<file path="src/rtl/draw_pixel_sink.sv">
// draw_pixel_sink: offsets, clips and colour-keys image pixels into single-cycle VGA plot strobes with per-image counts
module draw_pixel_sink #(
    parameter logic [8:0] TRANSPARENT = 9'h1C7,
    parameter bit TRANSPARENT_EN = 1'b1,
    parameter int X_MAX = 320,
    parameter int Y_MAX = 240
) (
    input  logic        clock,
    input  logic        reset,
    input  logic        ld_base,
    input  logic [8:0]  base_x,
    input  logic [8:0]  base_y,
    input  logic        ld_pos,
    input  logic        ld_colour,
    input  logic        draw_pixel,
    input  logic        done_in,
    input  logic [8:0]  dx,
    input  logic [8:0]  dy,
    input  logic [8:0]  colour_in,
    output logic [8:0]  vga_x,
    output logic [7:0]  vga_y,
    output logic [8:0]  vga_colour,
    output logic        vga_plot,
    output logic [16:0] plotted_count,
    output logic [16:0] skipped_count,
    output logic        image_done
);
    localparam logic [9:0] XM = 10'(X_MAX);
    localparam logic [9:0] YM = 10'(Y_MAX);
    localparam logic [16:0] CNT_MAX = '1;
    logic [8:0] x_base, y_base, col_reg;
    logic [9:0] x_pos, y_pos;
    logic visible;
    always_comb visible = (x_pos < XM) && (y_pos < YM) && !(TRANSPARENT_EN && col_reg == TRANSPARENT);
    always_ff @(posedge clock) begin
        if (reset) begin
            x_base <= '0;
            y_base <= '0;
            x_pos <= '0;
            y_pos <= '0;
            col_reg <= '0;
            vga_x <= '0;
            vga_y <= '0;
            vga_colour <= '0;
            vga_plot <= 1'b0;
            plotted_count <= '0;
            skipped_count <= '0;
            image_done <= 1'b0;
        end else begin
            if (ld_base) begin
                x_base <= base_x;
                y_base <= base_y;
            end
            // 10-bit sums so off-screen positions never alias back on screen
            if (ld_pos) begin
                x_pos <= {1'b0, x_base} + {1'b0, dx};
                y_pos <= {1'b0, y_base} + {1'b0, dy};
            end
            if (ld_colour)
                col_reg <= colour_in;
            vga_plot <= draw_pixel && visible;
            image_done <= done_in;
            if (draw_pixel && visible) begin
                vga_x <= x_pos[8:0];
                vga_y <= y_pos[7:0];
                vga_colour <= col_reg;
            end
            if (ld_base) begin
                plotted_count <= '0;
                skipped_count <= '0;
            end else if (draw_pixel) begin
                if (visible)
                    plotted_count <= plotted_count + {16'b0, plotted_count != CNT_MAX};
                else
                    skipped_count <= skipped_count + {16'b0, skipped_count != CNT_MAX};
            end
        end
    end
endmodule

</file>
<file path="config.mk">
export PLATFORM = sky130hd
export DESIGN_NAME = draw_pixel_sink
export DESIGN_NICKNAME = d
export VERILOG_FILES = /design/src/rtl/draw_pixel_sink.sv
export SDC_FILE = /design/constraint.sdc
export NUM_CORES = 1
export LEC_CHECK = 0
export ABC_CLOCK_PERIOD_IN_PS = 3250
export CAP_MARGIN = 20
export CORE_MARGIN = 2
export CORE_UTILIZATION = 25
export DETAILED_ROUTE_END_ITERATION = 10
export SYNTH_ARGS = -nofsm -noshare
export SYNTH_HDL_FRONTEND = slang
export SYNTH_SLANG_ARGS = --single-unit
</file>
<file path="constraint.sdc">
create_clock -name clock -period 3.25 [get_ports clock]
set_clock_uncertainty 0.15 [all_clocks]
set_input_delay 0.65 -clock clock [delete_from_list [all_inputs] [get_ports clock]]
set_output_delay 0.65 -clock clock [all_outputs]
set_load 0.01 [all_outputs]
</file>
==> results of run 1 <==
==> worst max-delay path by stage <==
| stage | end | slack (ns) |
|---|---|---|
| final | skipped_count[14]$_SDFFE_PP0P_ | 0.31 |
| after global routing | skipped_count[8]$_SDFFE_PP0P_ | 0.05 |
| after CTS | skipped_count[14]$_SDFFE_PP0P_ | 0.30 |
| after detailed placement | y_pos[6]$_SDFFE_PP0P_ | 0.27 |
| after global placement | y_pos[6]$_SDFFE_PP0P_ | 0.26 |
| after floorplan | skipped_count[2]$_SDFFE_PP0P_ | 0.45 |
==> per-layer routing <==
metal | wire length, µm | share of wire (%)
met1 | 6240 | 48
met2 | 5910 | 46
met3 | 599 | 4.6
met4 | 163 | 1.3
met5 | 0 | 0
==> power by group through the flow <==
stage | clock network (mW) | logic [mW] | registers, mW
floorplan | 0 | 0.244 | 1.46
global route | 1.27 | 0.464 | 1.44
global placement | 0 | 0.420 | 1.46
detailed placement | 0 | 0.422 | 1.47
CTS | 1.24 | 0.424 | 1.43
finish | 1.19 | 0.416 | 1.43
==> worst reg2reg max path, delay by kind of cell, from the launching register on <==
kind	cells	cell delay [ns]
adders and majority gates	2	0.40
DFF	1	0.45
and+or+nand+nor	6	1.32
buffers and inverters	1	0.07
AOI/OAI and AO/OA	2	0.42
==> layout by cell type (no fill, tap or decap), types with 9 or more instances in the layout <==
cell             netlist  routed
a21oi_1               55      55
buf_4                  1      10
clkbuf_16              0       9
clkdlybuf4s50_1        0     112
dfxtp_1              109     109
ha_1                  22      22
inv_1                  9       9
mux2i_1               36      36
nand2_1               80      80
nand3_1               20      20
nand4_1                9       9
nor2_1                68      67
o21ai_0               28      28
or3_1                 16      16
or4_1                  9       9
xnor2_1               10      10
xor2_1                 9       9
==> cells by family (layout without fill, tap and decap cells) <==
kind of cell	Yosys count	after routing
flip-flops	109	109
adder cells (fa/ha/maj)	24	24
multiplexers	36	36
AO/OA/AOI/OAI	121	121
buffers and inverters	40	146
XOR/XNOR	19	19
AND/OR/NAND/NOR	238	238
==> per-stage QoR <==
step                area (µm²)  hold WS, ns
floorplan                 5050        0.277
global placement          6440        0.293
detailed placement        6440        0.295
CTS                       6760        0.306
global route              6760        0.321
finish                    6760        0.305
==> final cells by class <==
class                      instances  area (µm²)
tap                              265         332
timing repair buffer             122        1200
multi-input combinational        438        2700
clock inverter                     6        86.3
fill                            2121       12900
inverter                           9        33.8
sequential                       109        2180
clock buffer                       9         225
==> run metrics, run 1 <==
Hold Crit Class=flop to flop; Syn-to-layout area delta=33.9%; most common cell in the netlist=dfxtp_1; vias=4,397; Avg Vias per Cell=4.59; net switching power=0.772 mW; Final Setup Violations=0; number of global-route vias before repair=4,025; mux contribution to synthesized area=7.14%; pwr/cell area=450 nW/µm²; Detailed Route Iter0 Violations=196; worst-path fanout max=11; post-route ant nets=0; drt first pass iters=4; CP startpoint=skipped_count[3]$_SDFFE_PP0P_; GPL Wtd Cong=0.780; stages on the worst setup path=11; slowest stage delay, CP=0.45 ns; Final Hold Vio Count=0; fmax=340 MHz; initial antenna violation count=0; reg2reg start=skipped_count[3]$_SDFFE_PP0P_; power consumption=3.04 mW; WP data arrival=3.00 ns; Logic pwr share=13.7%; Core ar.=19,700 µm²; setup TNS=0 ns; clock share of power=39.2%; combinational family with the most area after synthesis=simple AND/OR/NAND/NOR gates; # diodes=0; die area=21,300 µm²; Worst-Skew Late Latency=0.35 ns; gr usage total=12.2%; reg-to-reg critical path endpoint=skipped_count[14]$_SDFFE_PP0P_; M2 GR Usage=19.8%; M3 GR Usage=3.22%; RSZ-0062 raised after global routing=no; crit end category=flop; Post-synth EDFFs=0; max_slew headroom=46.9%; H-tree depth=3; Final Slew Violations=0; commonest cells in the netlist=dfxtp_1 (109), nand2_1 (80), nor2_1 (68); Net Count, Synth=663; largest net degree at the start of global routing=48; maximum vdd drop=0.233 mV; setup bufs post-CTS=0; crit path kind=flop to flop; Clock Pin Slew Worst Setup and Hold Paths=0.07 ns; Async SR Flop Fraction=0%; first-pass GRT wire length=20,900 µm; Root Buffer=clkbuf_16; Synth Area in Adders=6.25%; clk sinks=109; Clock Path Buffers=2; most used flip-flop cell after synthesis=dfxtp_1; busiest grt layer=met2; Starting Density=25.7%; final period utilization=90.4%; cell total after placement=943; setup slack, reg-to-reg=0.31 ns; Finished Layout Cells=958; routed wire length=12,900 µm; # DRC=0; Ys Warns=0; share of layout cells above drive strength 1=5.05%; Pint=2.27 mW; CTS tree=built; row count=51; Leakage Power=2.45 nW; CP required=3.31 ns; top cell type's share of synthesized area=43.2%; Compound-Gate Fraction of Synth Area=13.9%; hold buffers post-CTS=0; drt wl/cell=13.5 µm; CP cell instances=nand3_1 > or2_2 > or3_1 > inv_1 > nand4_1 > ha_1 > ha_1 > and2_1 > o21ai_1 > or4_1 > a21oi_1; max_cap viols=0; # port buffers=113; Worst setup SP type=flop; CP dominant cell by count=ha_1; Mapped Avg Cell Area=8.60 µm²; Hold Path End=vga_x[5]$_SDFFE_PP0P_; overflow left after global routing=0; Nets=765; biggest area consumer among synthesized cells=dfxtp_1; min cycle time layout=2.94 ns; met1 Use GR=15.8%; XOR/XNOR share of the synthesized area=3.30%; Top Registers=plotted_count: 17 flops, skipped_count: 17 flops; final core occ=34.4%; hold path depth=2; r2r worst-path depth=11; Ports=114; worst setup margin=0.311 ns; Synth Instances=587; Die Ht=146 µm; Yosys cell types=52; Die W=146 µm; WP buf/inv=1; register area share after synthesis=43.2%; post-cts sizing count=0; Critical Path Slowest Stage Cell=dfxtp_1; Final HPWL DP=9530 µm; pre-CTS setup slack=0.268 ns; cell area after synthesis=5050 µm²; hold path start=x_pos[5]$_SDFFE_PP0P_; dominant cells by area after synthesis=dfxtp_1 (43%), mux2i_1 (7.1%), nand2_1 (5.9%); synthesized flop and latch total=109; Synth Area in Simple Gates=22.9%; CTS Buf Count=9; status=finished, final reports clean; Reg power frac=47.1%; switch share=25.4%; Worst-Margin Slew=0.790 ns; CP delay by family, top=simple AND/OR/NAND/NOR gates
No activity file was read; power rests on OpenSTA's default activity.
==> run 2, diff against run 1 <==
--- a/config.mk
+++ b/config.mk
@@ -8,8 +8,9 @@
 export ABC_CLOCK_PERIOD_IN_PS = 3250
 export CAP_MARGIN = 20
 export CORE_MARGIN = 2
-export CORE_UTILIZATION = 25
+export CORE_UTILIZATION = 50
 export DETAILED_ROUTE_END_ITERATION = 10
+export PLACE_DENSITY = 0.8
 export SYNTH_ARGS = -nofsm -noshare
 export SYNTH_HDL_FRONTEND = slang
 export SYNTH_SLANG_ARGS = --single-unit
==> run 2 against run 1 <==
  * Combinational power shrank 1%
  * Non-clock buffer count shrank 1
  * Sequential share of layout area grew 1.4 points
  * Fmax grew 4.4%
  * Clock-buffer cell count is the same
  * Largest power group unchanged
  * Highest routed layer unchanged
==> run metrics, run 2 (same netlist as run 1, synthesis figures left out) <==
vias=4,510 (+2.6%); # port buffers=113 (unchanged); fmax=355 MHz (+4.4%); Root Buffer=clkbuf_8; max_slew headroom=59.7% (+13 points); Die Ht=104 µm (-28%); RSZ-0062 raised after global routing=no; Reg power frac=52.9% (+5.8 points); Leakage Power=2.39 nW (-2.1%); # diodes=0 (unchanged); CP required=3.36 ns (+0.05 ns); clk sinks=109 (unchanged); final period utilization=86.6% (-3.8 points); gr usage total=21.2% (+9.0 points); number of global-route vias before repair=4,191 (+4.1%); worst-path fanout max=11 (unchanged); Syn-to-layout area delta=28.5%; Die W=104 µm (-28%); Clock Path Buffers=2 (unchanged); min cycle time layout=2.81 ns (-0.124 ns); Avg Vias per Cell=5.46 (+19%); pwr/cell area=418 nW/µm² (-7.1%); commonest non-fill, non-tap cell in the layout=clkdlybuf4s50_1; power consumption=2.71 mW (-11%); crit end category=flop; crit path kind=flop to flop; most frequent cells in the layout=clkdlybuf4s50_1 (112), dfxtp_1 (109), nand2_1 (80); Clock Pin Slew Worst Setup and Hold Paths=0.11 ns (+0.04 ns); CTS tree=built; GPL Wtd Cong=0.846 (+8.6%); overflow left after global routing=0 (unchanged); Ports=114 (unchanged); largest net degree at the start of global routing=42 (-13%); Worst-Skew Late Latency=0.37 ns (+0.02 ns); Top Registers=plotted_count: 17 flops, skipped_count: 17 flops; clock share of power=32.0% (-7.2 points); switch share=27.4% (+2.0 points); drt first pass iters=5 (+1); setup TNS=0 ns (unchanged); Worst setup SP type=flop; slowest stage delay, CP=0.48 ns (+0.03 ns); maximum vdd drop=0.261 mV (+12%); Final Setup Violations=0 (unchanged); share of layout cells above drive strength 1=5.19% (+0.14 points); Logic pwr share=15.1% (+1.4 points); H-tree depth=3 (unchanged); drt wl/cell=14.3 µm (+6.3%); Pint=1.97 mW (-13%); Final Slew Violations=0 (unchanged); Nets=764 (-0.13%); Critical Path Slowest Stage Cell=dfxtp_1; Starting Density=51.6% (+26 points); CP cell instances=nand3_1 > or2_2 > or3_1 > inv_1 > nand4_1 > ha_1 > ha_1 > and2_1 > o21ai_2 > xor2_1 > nor2_1; post-cts sizing count=0 (unchanged); Detailed Route Iter0 Violations=162 (-17%); first-pass GRT wire length=19,300 µm (-8.0%); CTS Buf Count=9 (unchanged); setup bufs post-CTS=0 (unchanged); Final HPWL DP=8620 µm (-9.5%); # DRC=0 (unchanged); hold buffers post-CTS=0 (unchanged); die area=10,900 µm² (-49%); net switching power=0.743 mW (-3.8%); WP data arrival=2.92 ns (-0.08 ns); initial antenna violation count=0 (unchanged); status=finished, final reports clean; CP dominant cell by count=ha_1; WP buf/inv=1 (unchanged); Worst-Margin Slew=0.599 ns (-0.191 ns); post-route ant nets=0 (unchanged); CP delay by family, top=simple AND/OR/NAND/NOR gates; Hold Crit Class=flop to flop; max_cap viols=0 (unchanged); Core ar.=9770 µm² (-50%); row count=36 (-29%); Final Hold Vio Count=0 (unchanged); routed wire length=11,800 µm (-8.3%)
==> run 2: per-stage QoR <==
stage                     std cells  setup WS (ns)  hold slack (ns)  utilization [%]  cell area (µm²)
after floorplan                 587          0.446            0.277                -             5050
after global placement          810          0.246            0.287             64.1             6270
after detailed placement        810          0.199            0.295             64.1             6270
after CTS                       826          0.249            0.306             66.3             6480
after global routing            826          0.235            0.314             66.3             6480
final                           826          0.435            0.302             66.3             6480
==> run 2: layout make-up <==
cell class,count,area [µm²]
Timing Repair Buffer,121,1190
Clock inverter,7,86.3
Fill cell,813,3290
Multi-Input combinational cell,438,2710
Inverter,9,33.8
Clock buffer,9,124
Sequential cell,109,2180
Tap cell,133,166
==> run 2: worst register-to-register path: stages (launching register included) <==
cell     delay (ns)
dfxtp_1        0.48
nand3_1        0.15
or2_2          0.39
or3_1          0.37
inv_1          0.07
nand4_1        0.09
ha_1           0.21
ha_1           0.20
and2_1         0.16
o21ai_2        0.18
xor2_1         0.20
nor2_1         0.06
==> run 2: path summary, 6_finish.rpt <==
path	startpoint	cells after the start	slack, ns	endpoint
worst max register to register	skipped_count[3]$_SDFFE_PP0P_	11	0.44	skipped_count[2]$_SDFFE_PP0P_
worst max-delay path	skipped_count[3]$_SDFFE_PP0P_	11	0.44	skipped_count[2]$_SDFFE_PP0P_
worst min register to register	y_pos[3]$_SDFFE_PP0P_	2	0.30	vga_y[3]$_SDFFE_PP0P_
worst min-delay path	y_pos[3]$_SDFFE_PP0P_	2	0.30	vga_y[3]$_SDFFE_PP0P_
==> run 2: metal layers <==
metal	track usage [%]	routed length [µm]
met5	0	0
met4	7.05	166
met3	2.94	584
met2	36.8	5810
met1	26.9	5280
==> run 2: power by group through the flow <==
stage / sequential (mW) / combinational [mW] / clock [mW]
final: 1.43 / 0.410 / 0.865
after global routing: 1.44 / 0.452 / 0.934
after CTS: 1.43 / 0.411 / 0.889
after detailed placement: 1.46 / 0.408 / 0
after global placement: 1.46 / 0.401 / 0
after floorplan: 1.46 / 0.244 / 0
==> run 3, diff against run 2 <==
--- a/config.mk
+++ b/config.mk
@@ -9,6 +9,7 @@
 export CAP_MARGIN = 20
 export CORE_MARGIN = 2
 export CORE_UTILIZATION = 50
+export CTS_CLUSTER_SIZE = 40
 export DETAILED_ROUTE_END_ITERATION = 10
 export PLACE_DENSITY = 0.8
 export SYNTH_ARGS = -nofsm -noshare
==> results of run 3 <==
Final layout, timing and power as in run 2 (identical DEF).
